### src/rtl/stopwatch_pkg.sv
// -----------------------------------------------------------------------------
// stopwatch_pkg
// Shared definitions for the stopwatch capture block: the FSM state encoding
// and the default counter/result width.
// -----------------------------------------------------------------------------
package stopwatch_pkg;

  // Default counter/result width.
  localparam int unsigned SW_DEFAULT_WIDTH = 24;

  // Measurement FSM states.
  typedef enum logic [1:0] {
    IDLE = 2'd0,
    RUN  = 2'd1,
    DONE = 2'd2
  } sw_state_e;

endpackage : stopwatch_pkg

### src/rtl/stopwatch_satinc.sv
// -----------------------------------------------------------------------------
// stopwatch_satinc
// Saturating incrementer: returns value+1, or holds at all-ones when the input
// is already all-ones. The saturated flag tells the caller that the increment
// had to be held.
//
// Ports:
//   i_value   : input value
//   o_value_c : saturating value+1 (combinational)
//   o_sat_c   : 1 when i_value is all-ones (combinational)
// -----------------------------------------------------------------------------
module stopwatch_satinc
  import stopwatch_pkg::*;
#(
  parameter int unsigned WIDTH = SW_DEFAULT_WIDTH
) (
  input  logic [WIDTH-1:0] i_value,
  output logic [WIDTH-1:0] o_value_c,
  output logic             o_sat_c
);

  logic w_all_ones;

  assign w_all_ones = &i_value;
  assign o_sat_c    = w_all_ones;
  assign o_value_c  = w_all_ones ? i_value : i_value + WIDTH'(1);

endmodule : stopwatch_satinc

### src/rtl/stopwatch_capture.sv
// -----------------------------------------------------------------------------
// stopwatch_capture
// Cycle stopwatch. A start pulse begins a measurement, a stop pulse captures
// the number of rising edges from the start-sampling edge to the
// stop-sampling edge. The captured result is held valid until acknowledged.
// The live count saturates at all-ones and raises a sticky overflow flag.
//
// Optional feature macro: STOPWATCH_LAP_EN adds lap capture
// (input lap, outputs lap_count / lap_valid).
//
// Ports:
//   clk          : clock, all state updates on the rising edge
//   rst          : synchronous active-high reset (highest priority)
//   start        : begin a measurement (accepted in IDLE only)
//   stop         : end a measurement (accepted in RUN only)
//   clear        : synchronous abort, zeroes all state
//   result_ack   : consumer acknowledge of a valid result
//   count        : live elapsed-cycle count
//   result       : captured elapsed cycles
//   result_valid : result valid, held until result_ack
//   busy         : high while in RUN
//   overflow     : sticky, count saturated during the measurement
//   lap          : (lap build) capture a lap time while running
//   lap_count    : (lap build) captured lap time
//   lap_valid    : (lap build) one-cycle pulse when lap_count updates
// -----------------------------------------------------------------------------
module stopwatch_capture
  import stopwatch_pkg::*;
#(
  parameter int unsigned WIDTH = SW_DEFAULT_WIDTH
) (
  input  logic             clk,
  input  logic             rst,
  input  logic             start,
  input  logic             stop,
  input  logic             clear,
  input  logic             result_ack,
  output logic [WIDTH-1:0] count,
  output logic [WIDTH-1:0] result,
  output logic             result_valid,
  output logic             busy,
  output logic             overflow
`ifdef STOPWATCH_LAP_EN
  ,
  input  logic             lap,
  output logic [WIDTH-1:0] lap_count,
  output logic             lap_valid
`endif
);

  sw_state_e        r_state;
  logic [WIDTH-1:0] r_count;
  logic [WIDTH-1:0] r_result;
  logic             r_result_valid;
  logic             r_busy;
  logic             r_overflow;
`ifdef STOPWATCH_LAP_EN
  logic [WIDTH-1:0] r_lap_count;
  logic             r_lap_valid;
`endif

  logic [WIDTH-1:0] w_count_inc;
  logic             w_count_sat;

  // One incrementer feeds the count, result and lap capture paths, so a stop
  // and a lap in the same cycle always see the identical value.
  stopwatch_satinc #(
    .WIDTH (WIDTH)
  ) u_count_inc (
    .i_value   (r_count),
    .o_value_c (w_count_inc),
    .o_sat_c   (w_count_sat)
  );

  // Measurement FSM with registered outputs; rst beats clear beats the rest.
  always_ff @(posedge clk) begin
    if (rst) begin
      r_state        <= IDLE;
      r_count        <= '0;
      r_result       <= '0;
      r_result_valid <= 1'b0;
      r_busy         <= 1'b0;
      r_overflow     <= 1'b0;
`ifdef STOPWATCH_LAP_EN
      r_lap_count    <= '0;
      r_lap_valid    <= 1'b0;
`endif
    end else if (clear) begin
      r_state        <= IDLE;
      r_count        <= '0;
      r_result       <= '0;
      r_result_valid <= 1'b0;
      r_busy         <= 1'b0;
      r_overflow     <= 1'b0;
`ifdef STOPWATCH_LAP_EN
      r_lap_count    <= '0;
      r_lap_valid    <= 1'b0;
`endif
    end else begin
`ifdef STOPWATCH_LAP_EN
      // lap_valid is a single-cycle pulse.
      r_lap_valid <= 1'b0;
`endif
      case (r_state)
        IDLE: begin
          // A stop arriving with start is discarded; result is retained.
          if (start) begin
            r_state    <= RUN;
            r_busy     <= 1'b1;
            r_count    <= '0;
            r_overflow <= 1'b0;
          end
        end

        RUN: begin
          // Count advances on every edge in RUN, including the stop edge.
          r_count <= w_count_inc;
          if (w_count_sat) begin
            r_overflow <= 1'b1;
          end
`ifdef STOPWATCH_LAP_EN
          if (lap) begin
            r_lap_count <= w_count_inc;
            r_lap_valid <= 1'b1;
          end
`endif
          if (stop) begin
            r_result       <= w_count_inc;
            r_result_valid <= 1'b1;
            r_busy         <= 1'b0;
            r_state        <= DONE;
          end
        end

        DONE: begin
          // Start is ignored here, even alongside result_ack.
          if (result_ack) begin
            r_state        <= IDLE;
            r_result_valid <= 1'b0;
          end
        end

        default: begin
          r_state <= IDLE;
          r_busy  <= 1'b0;
        end
      endcase
    end
  end

  assign count        = r_count;
  assign result       = r_result;
  assign result_valid = r_result_valid;
  assign busy         = r_busy;
  assign overflow     = r_overflow;
`ifdef STOPWATCH_LAP_EN
  assign lap_count    = r_lap_count;
  assign lap_valid    = r_lap_valid;
`endif

endmodule : stopwatch_capture

### config.mk
export PLATFORM = sky130hd
export DESIGN_NAME = stopwatch_capture
export DESIGN_NICKNAME = d
export VERILOG_FILES = /design/src/rtl/stopwatch_pkg.sv /design/src/rtl/stopwatch_satinc.sv /design/src/rtl/stopwatch_capture.sv
export SDC_FILE = /design/constraint.sdc
export NUM_CORES = 1
export LEC_CHECK = 0
export CAP_MARGIN = 20
export CORE_MARGIN = 2
export CORE_UTILIZATION = 50
export DETAILED_ROUTE_END_ITERATION = 12
export GPL_ROUTABILITY_DRIVEN = 1
export GPL_TIMING_DRIVEN = 0
export PLACE_DENSITY = 0.78
export SYNTH_ARGS = -nofsm -noshare
export SYNTH_HDL_FRONTEND = slang
export SYNTH_SLANG_ARGS = --single-unit
### constraint.sdc
create_clock -name clk -period 3.2 [get_ports clk]
set_input_delay 0.64 -clock clk [delete_from_list [all_inputs] [get_ports clk]]
set_output_delay 0.64 -clock clk [all_outputs]
set_load 0.05 [all_outputs]
==> reports/qor.yml, run 1 <==
run_status: "complete, no violations"
crit_type: "in2reg"
cts-resized-gates: 0
reg2regPathDepth: 7
synth.avg_cell_area_sq_um: 8.84
io_pins: 57
startpoint_type: "primary input"
tightestPinTransition_ns: 0.648
wl_per_cell_microns: 17.0
final_cell_mix: "clkdlybuf4s50_1, dfxtp_1, a21oi_1"
synth_cell_types: 48
synth_area_leader_cell: "dfxtp_1"
synth-seq-cells: 53
syn_inst: 330
die_height_microns: 80.4
dieArea_sq_um: 6460
clock.fmax_mhz: 376
maxSlewViolCount: 0
multiInputGateArea_sq_um: 1630
dr_total_vias: 2752
final_common_cell: "clkdlybuf4s50_1"
fin_crit_sh_pct: 83.1
hold_violations: 0
hold_buffers: 0
numCtsBuffers: 5
cp_max_fo: 10
start_util_pct: 52.3
ant_nets: 0
cellInternalPower_mw: 0.888
syn-cell-area_sq_um: 2920
fin_skew_ns: 0.00750
clk_pin_slew_worst_paths_ns: 0.10
n_fill_cell: 481
worstPathArrival_ns: 2.90
ff_latch_area_sq_um: 1060
synth_edf_count: 0
ir_drop_v: 0.000191
netSwitchingFraction_pct: 24.4
insertion_delay_ns: 0.31
netlist_top_cells_area: "dfxtp_1, a21oi_1, o21ai_0, a31oi_1, a2111oi_4"
wl_mm: 7.91
cp.required_ns: 3.44
p_comb_share_pct: 7.1
postSynth.asyncResetShare_pct: 0
coreArea_sq_um: 5570
drt_pass1_iterations: 4
drt_iter0_markers: 178
syn_nets: 337
clockRootBuffer: "clkbuf_8"
dieWidth_microns: 80.4
worst_setup_path_end_kind: "flip-flop"
grt_max_degree: 16
grt_pass1_vias: 2520
place.gp.congestion: 0.913
yosys_warnings: 0
cellLeakagePower_nw: 1.14
antenna_found_initial: 0
antennaDiodeCount: 0
min_path_cells: 2
grt_pass1_wl_mm: 12.6
final_nets: 400
drcViolationCount: 0
portBuffers: 56
ys_seq_area_share_pct: 36.4
h-tree-depth: 2
setup_viol: 0
fin_crit_ns: 2.66
cts_tree: "built"
clockBufferDepth: 2
yosysTopAreaCellShare_pct: 36.4
rows: 27
slew_headroom_pct: 56.8
viasPerCell: 5.91
fin_hold_ws_ns: 0.464
track_usage_pct: 25.6
power.density_nw_per_um2: 320
dpl.hpwl_mm: 5.61
rsz0062_at_grt: "false"
synth-main-ff-cell: "dfxtp_1"
postCtsSetupBuffers: 0
drive_gt1_share_pct: 10.7
power_frac_clock_pct: 36.0
grt_overflow: 0
cts.sink_count: 53
p_sw_mw: 0.287
sequentialPowerShare_pct: 56.9
tns_ns: 0
cap_violations: 0
syn2layout_area_growth_pct: 25.8
hold_class: "reg2reg"
## area by class of cell
| type | count | share of cell area, % |
|---|---|---|
| Tap cell | 72 | 2.46 |
| Clock inverter | 1 | 0.136 |
| Clock buffer | 7 | 2.63 |
| Inverter | 6 | 0.614 |
| Multi-Input combinational cell | 243 | 44.4 |
| Timing Repair Buffer | 56 | 15.3 |
| Buffer | 28 | 5.53 |
| Sequential cell | 53 | 28.9 |
## worst paths after layout
path	from	to	slack, ns
max	clear	count[15]$_SDFFE_PP0P_	0.54
min	result[4]$_SDFFE_PP0P_	result[4]$_SDFFE_PP0P_	0.46
max reg2reg	r_state[0]$_SDFFE_PP0P_	count[15]$_SDFFE_PP0P_	1.02
min reg2reg	result[4]$_SDFFE_PP0P_	result[4]$_SDFFE_PP0P_	0.46
## per-layer routing
metal	GRT usage, %	routed length [microns]	up-vias
li1	-	-	1350
met1	35.2	3570	1285
met5	0	0	-
met2	39.6	3650	102
met4	10.3	189	0
met3	4.49	499	15
## worst max-delay path, stage by stage
cell,delay [ns]
clkdlybuf4s50_1,0.41
nor2_1,0.35
nand2_1,0.19
nor2_1,0.45
buf_2,0.32
buf_2,0.27
a21oi_1,0.10
a31oi_1,0.16
## power by group through the flow
stage                     clock, mW  combinational (mW)  sequential [mW]
after floorplan                   0              0.0324            0.702
after global placement            0              0.0815            0.684
after detailed placement          0              0.0825            0.684
after CTS                     0.429              0.0828            0.669
after global routing          0.456              0.0899            0.670
final                         0.423              0.0831            0.669
## Yosys cell counts (2+ instances only)
cell type  instances
dfxtp_1           53
a21oi_1           38
o21ai_0           33
nand2_1           25
a31oi_1           23
nor2_1            17
xnor2_1           14
clkbuf_1          13
nand3_1           12
nand2b_1           9
buf_2              8
nand4_1            8
inv_1              6
a2111oi_4          5
mux2i_1            5
a211oi_1           4
and3_1             4
and4_1             4
buf_12             4
xor2_1             4
a2111o_1           3
buf_6              3
o31ai_1            3
a21boi_0           2
a21oi_4            2
a31o_2             2
and3b_1            2
and4_4             2
nand3b_1           2
nor3_1             2
## stage by stage
step,power (mW),setup slack (ns),instance area (sq um),instances,util (%)
2_1_floorplan,0.735,0.915,2920,330,-
3_3_place_gp,0.765,0.300,3570,458,64.0
3_5_place_dp,0.766,0.275,3570,458,64.0
4_1_cts,1.18,0.601,3670,466,65.8
5_1_grt,1.22,0.377,3670,466,65.8
6_report,1.17,0.542,3670,466,65.8
## flip-flops by register name, summed over array words and instances, names as in the netlist
signal	flops
count	24
result	24
r_state	2
busy	1
overflow	1
result_valid	1
## cell families after synthesis
family,share of synthesized area [%]
flops,36.4
buf+inv,7.72
simple gates,18.5
fa+ha+maj,0.429
mux,1.72
compound gates,29.9
xor+xnor,5.41
No activity file was read; power rests on OpenSTA's default activity.
==> run 2, diff against run 1 <==
==> constraint.sdc (replaced) <==
create_clock -name clk -period 2.6 [get_ports clk]
set_input_delay 0.52 -clock clk [delete_from_list [all_inputs] [get_ports clk]]
set_output_delay 0.52 -clock clk [all_outputs]
set_load 0.05 [all_outputs]
==> run 2 against run 1 <==
  * Sequential share of layout area about the same
  * Global-route usage unchanged
  * Setup slack got worse by 0.36 ns
  * Flip-flop and latch count unchanged
  * Combinational power increased by 24%
  * Register-to-register slack got worse by 0.61 ns
  * Largest cell class unchanged
  * Highest routed layer unchanged
==> reports/qor.yml, run 2 (synthesis gave the netlist of run 1 again) <==
finalNonFillerCells: 466  # unchanged
dpl.hpwl_mm: 5.61  # unchanged
ff_latch_area_sq_um: 1060  # unchanged
final_nets: 400  # unchanged
ant_nets: 0  # unchanged
maxSlewViolCount: 0  # unchanged
n_fill_cell: 481  # unchanged
dr_total_vias: 2750  # was 2752
post-place-cells: 458  # unchanged
cts_tree: "built"  # unchanged
crit_type: "in2reg"  # unchanged
setup_viol: 0  # unchanged
clock.fmax_mhz: 414
antennaDiodeCount: 0  # unchanged
io_pins: 57  # unchanged
power.density_nw_per_um2: 395  # was 320 nW/um^2
cellLeakagePower_nw: 1.14  # about the same
antenna_found_initial: 0  # unchanged
run_status: "complete, no violations"  # unchanged
final_cell_mix: "clkdlybuf4s50_1, dfxtp_1, a21oi_1"  # unchanged
wl_mm: 7.97  # was 7.91 mm
hold_class: "reg2reg"  # unchanged
place.gp.congestion: 0.913  # unchanged
grt_max_degree: 16  # unchanged
cts-resized-gates: 0  # unchanged
fin_hold_ws_ns: 0.465  # was 0.464 ns
hold_buffers: 0  # unchanged
rsz0062_at_grt: "false"  # unchanged
place_ws_ns: -0.205  # was 0.275 ns
coreArea_sq_um: 5570  # unchanged
fin_skew_ns: 0.00888  # was 0.00750 ns
track_usage_pct: 25.6  # unchanged
slew_headroom_pct: 55.9  # was 56.8%
wl_per_cell_microns: 17.1  # was 17.0 microns
final_common_cell: "clkdlybuf4s50_1"  # unchanged
min_from: "result[4]$_SDFFE_PP0P_"  # unchanged
die_height_microns: 80.4  # unchanged
reg2reg_from: "count[0]$_SDFFE_PP0P_"  # was r_state[0]$_SDFFE_PP0P_
worst_setup_path_end_kind: "flip-flop"  # unchanged
final_core_util_pct: 65.9  # was 65.8%
ff2ff_setup_slack_ns: 0.41  # was 1.02 ns
numCtsBuffers: 5  # unchanged
finalPower_mw: 1.45  # was 1.17 mW
viasPerCell: 5.90  # was 5.91
h-tree-depth: 2  # unchanged
cp_max_fo: 10  # unchanged
clk_pin_slew_worst_paths_ns: 0.10  # about the same
grt_overflow: 0  # unchanged
drt_pass1_iterations: 4  # unchanged
worstPathArrival_ns: 2.66  # was 2.90 ns
fin_crit_sh_pct: 92.9
clockBufferDepth: 2  # unchanged
cap_violations: 0  # unchanged
insertion_delay_ns: 0.32  # was 0.31 ns
ir_drop_v: 0.000237  # was 0.000191 V
reg2regPathDepth: 7  # unchanged
cts.sink_count: 53  # unchanged
portBuffers: 56  # unchanged
grt_pass1_wl_mm: 12.6  # unchanged
hold_violations: 0  # unchanged
startpoint_type: "primary input"  # unchanged
tightestPinTransition_ns: 0.661  # was 0.648 ns
min_path_cells: 2  # unchanged
hold_path_end: "result[4]$_SDFFE_PP0P_"  # unchanged
drt_iter0_markers: 178  # unchanged
cp.required_ns: 2.84  # was 3.44 ns
syn2layout_area_growth_pct: 25.9  # was 25.8%
dieWidth_microns: 80.4  # unchanged
postCtsSetupBuffers: 0  # unchanged
setup_slack_ns: 0.184  # was 0.542 ns
reg2reg_to: "count[6]$_SDFFE_PP0P_"  # was count[15]$_SDFFE_PP0P_
dieArea_sq_um: 6460  # unchanged
drcViolationCount: 0  # unchanged
fin_crit_ns: 2.42
drive_gt1_share_pct: 10.9  # was 10.7%
grt_pass1_vias: 2520  # unchanged
clockRootBuffer: "clkbuf_8"  # unchanged
multiInputGateArea_sq_um: 1630  # about the same
rows: 27  # unchanged
start_util_pct: 52.3  # unchanged
==> run 2: changes by cell type in the layout (fill, tap and decap cells not counted) <==
cell	change
nor2_2	+1
nor2_1	-1
==> run 2: worst max path at each step <==
stage,startpoint,to,depth (start not counted)
2_1_floorplan,count[0]$_SDFFE_PP0P_,count[4]$_SDFFE_PP0P_,9
3_3_place_gp,clear,count[22]$_SDFFE_PP0P_,8
3_5_place_dp,clear,count[15]$_SDFFE_PP0P_,8
4_1_cts,clear,count[15]$_SDFFE_PP0P_,8
5_1_grt,clear,count[9]$_SDFFE_PP0P_,8
6_report,clear,count[15]$_SDFFE_PP0P_,8
==> run 2: routing by layer <==
layer	part of all wire (%)	vias up	routed length, microns	global-route usage (%)
li1	-	1349	-	-
met1	46	1292	3690	35.2
met2	46	95	3660	39.6
met3	5.5	14	436	4.49
met4	2.3	0	182	10.3
met5	0	-	0	0
==> run 2: where the power goes <==
part / total [mW] / switching [mW] / internal, mW
Clock: 0.524 / 0.283 / 0.241
Combinational: 0.103 / 0.0701 / 0.0328
Sequential: 0.823 / 0.00434 / 0.819
==> run 2: per-stage QoR <==
step	instance area, sq um	setup TNS, ns
finish	3670	0
global placement	3570	-2.91
floorplan	2920	0
global route	3670	0
detailed placement	3570	-2.97
CTS	3670	0
==> run 2: final cells by class <==
class                   instances  area share (%)
well taps                      72            2.45
clock inverters                 1           0.136
clock buffers                   7            2.62
plain buffers                  28            5.52
flip-flops and latches         53            28.9
inverters                       6           0.613
repair buffers                 56            15.3
multi-input cells             243            44.5
==> run 2: worst max-delay path, stage by stage <==
cell and delay, ns:
clkdlybuf4s50_1 0.42, nor2_2 0.26, nand2_1 0.17, nor2_1 0.43, buf_2 0.32, buf_2 0.27, a21oi_1 0.11, a31oi_1 0.16
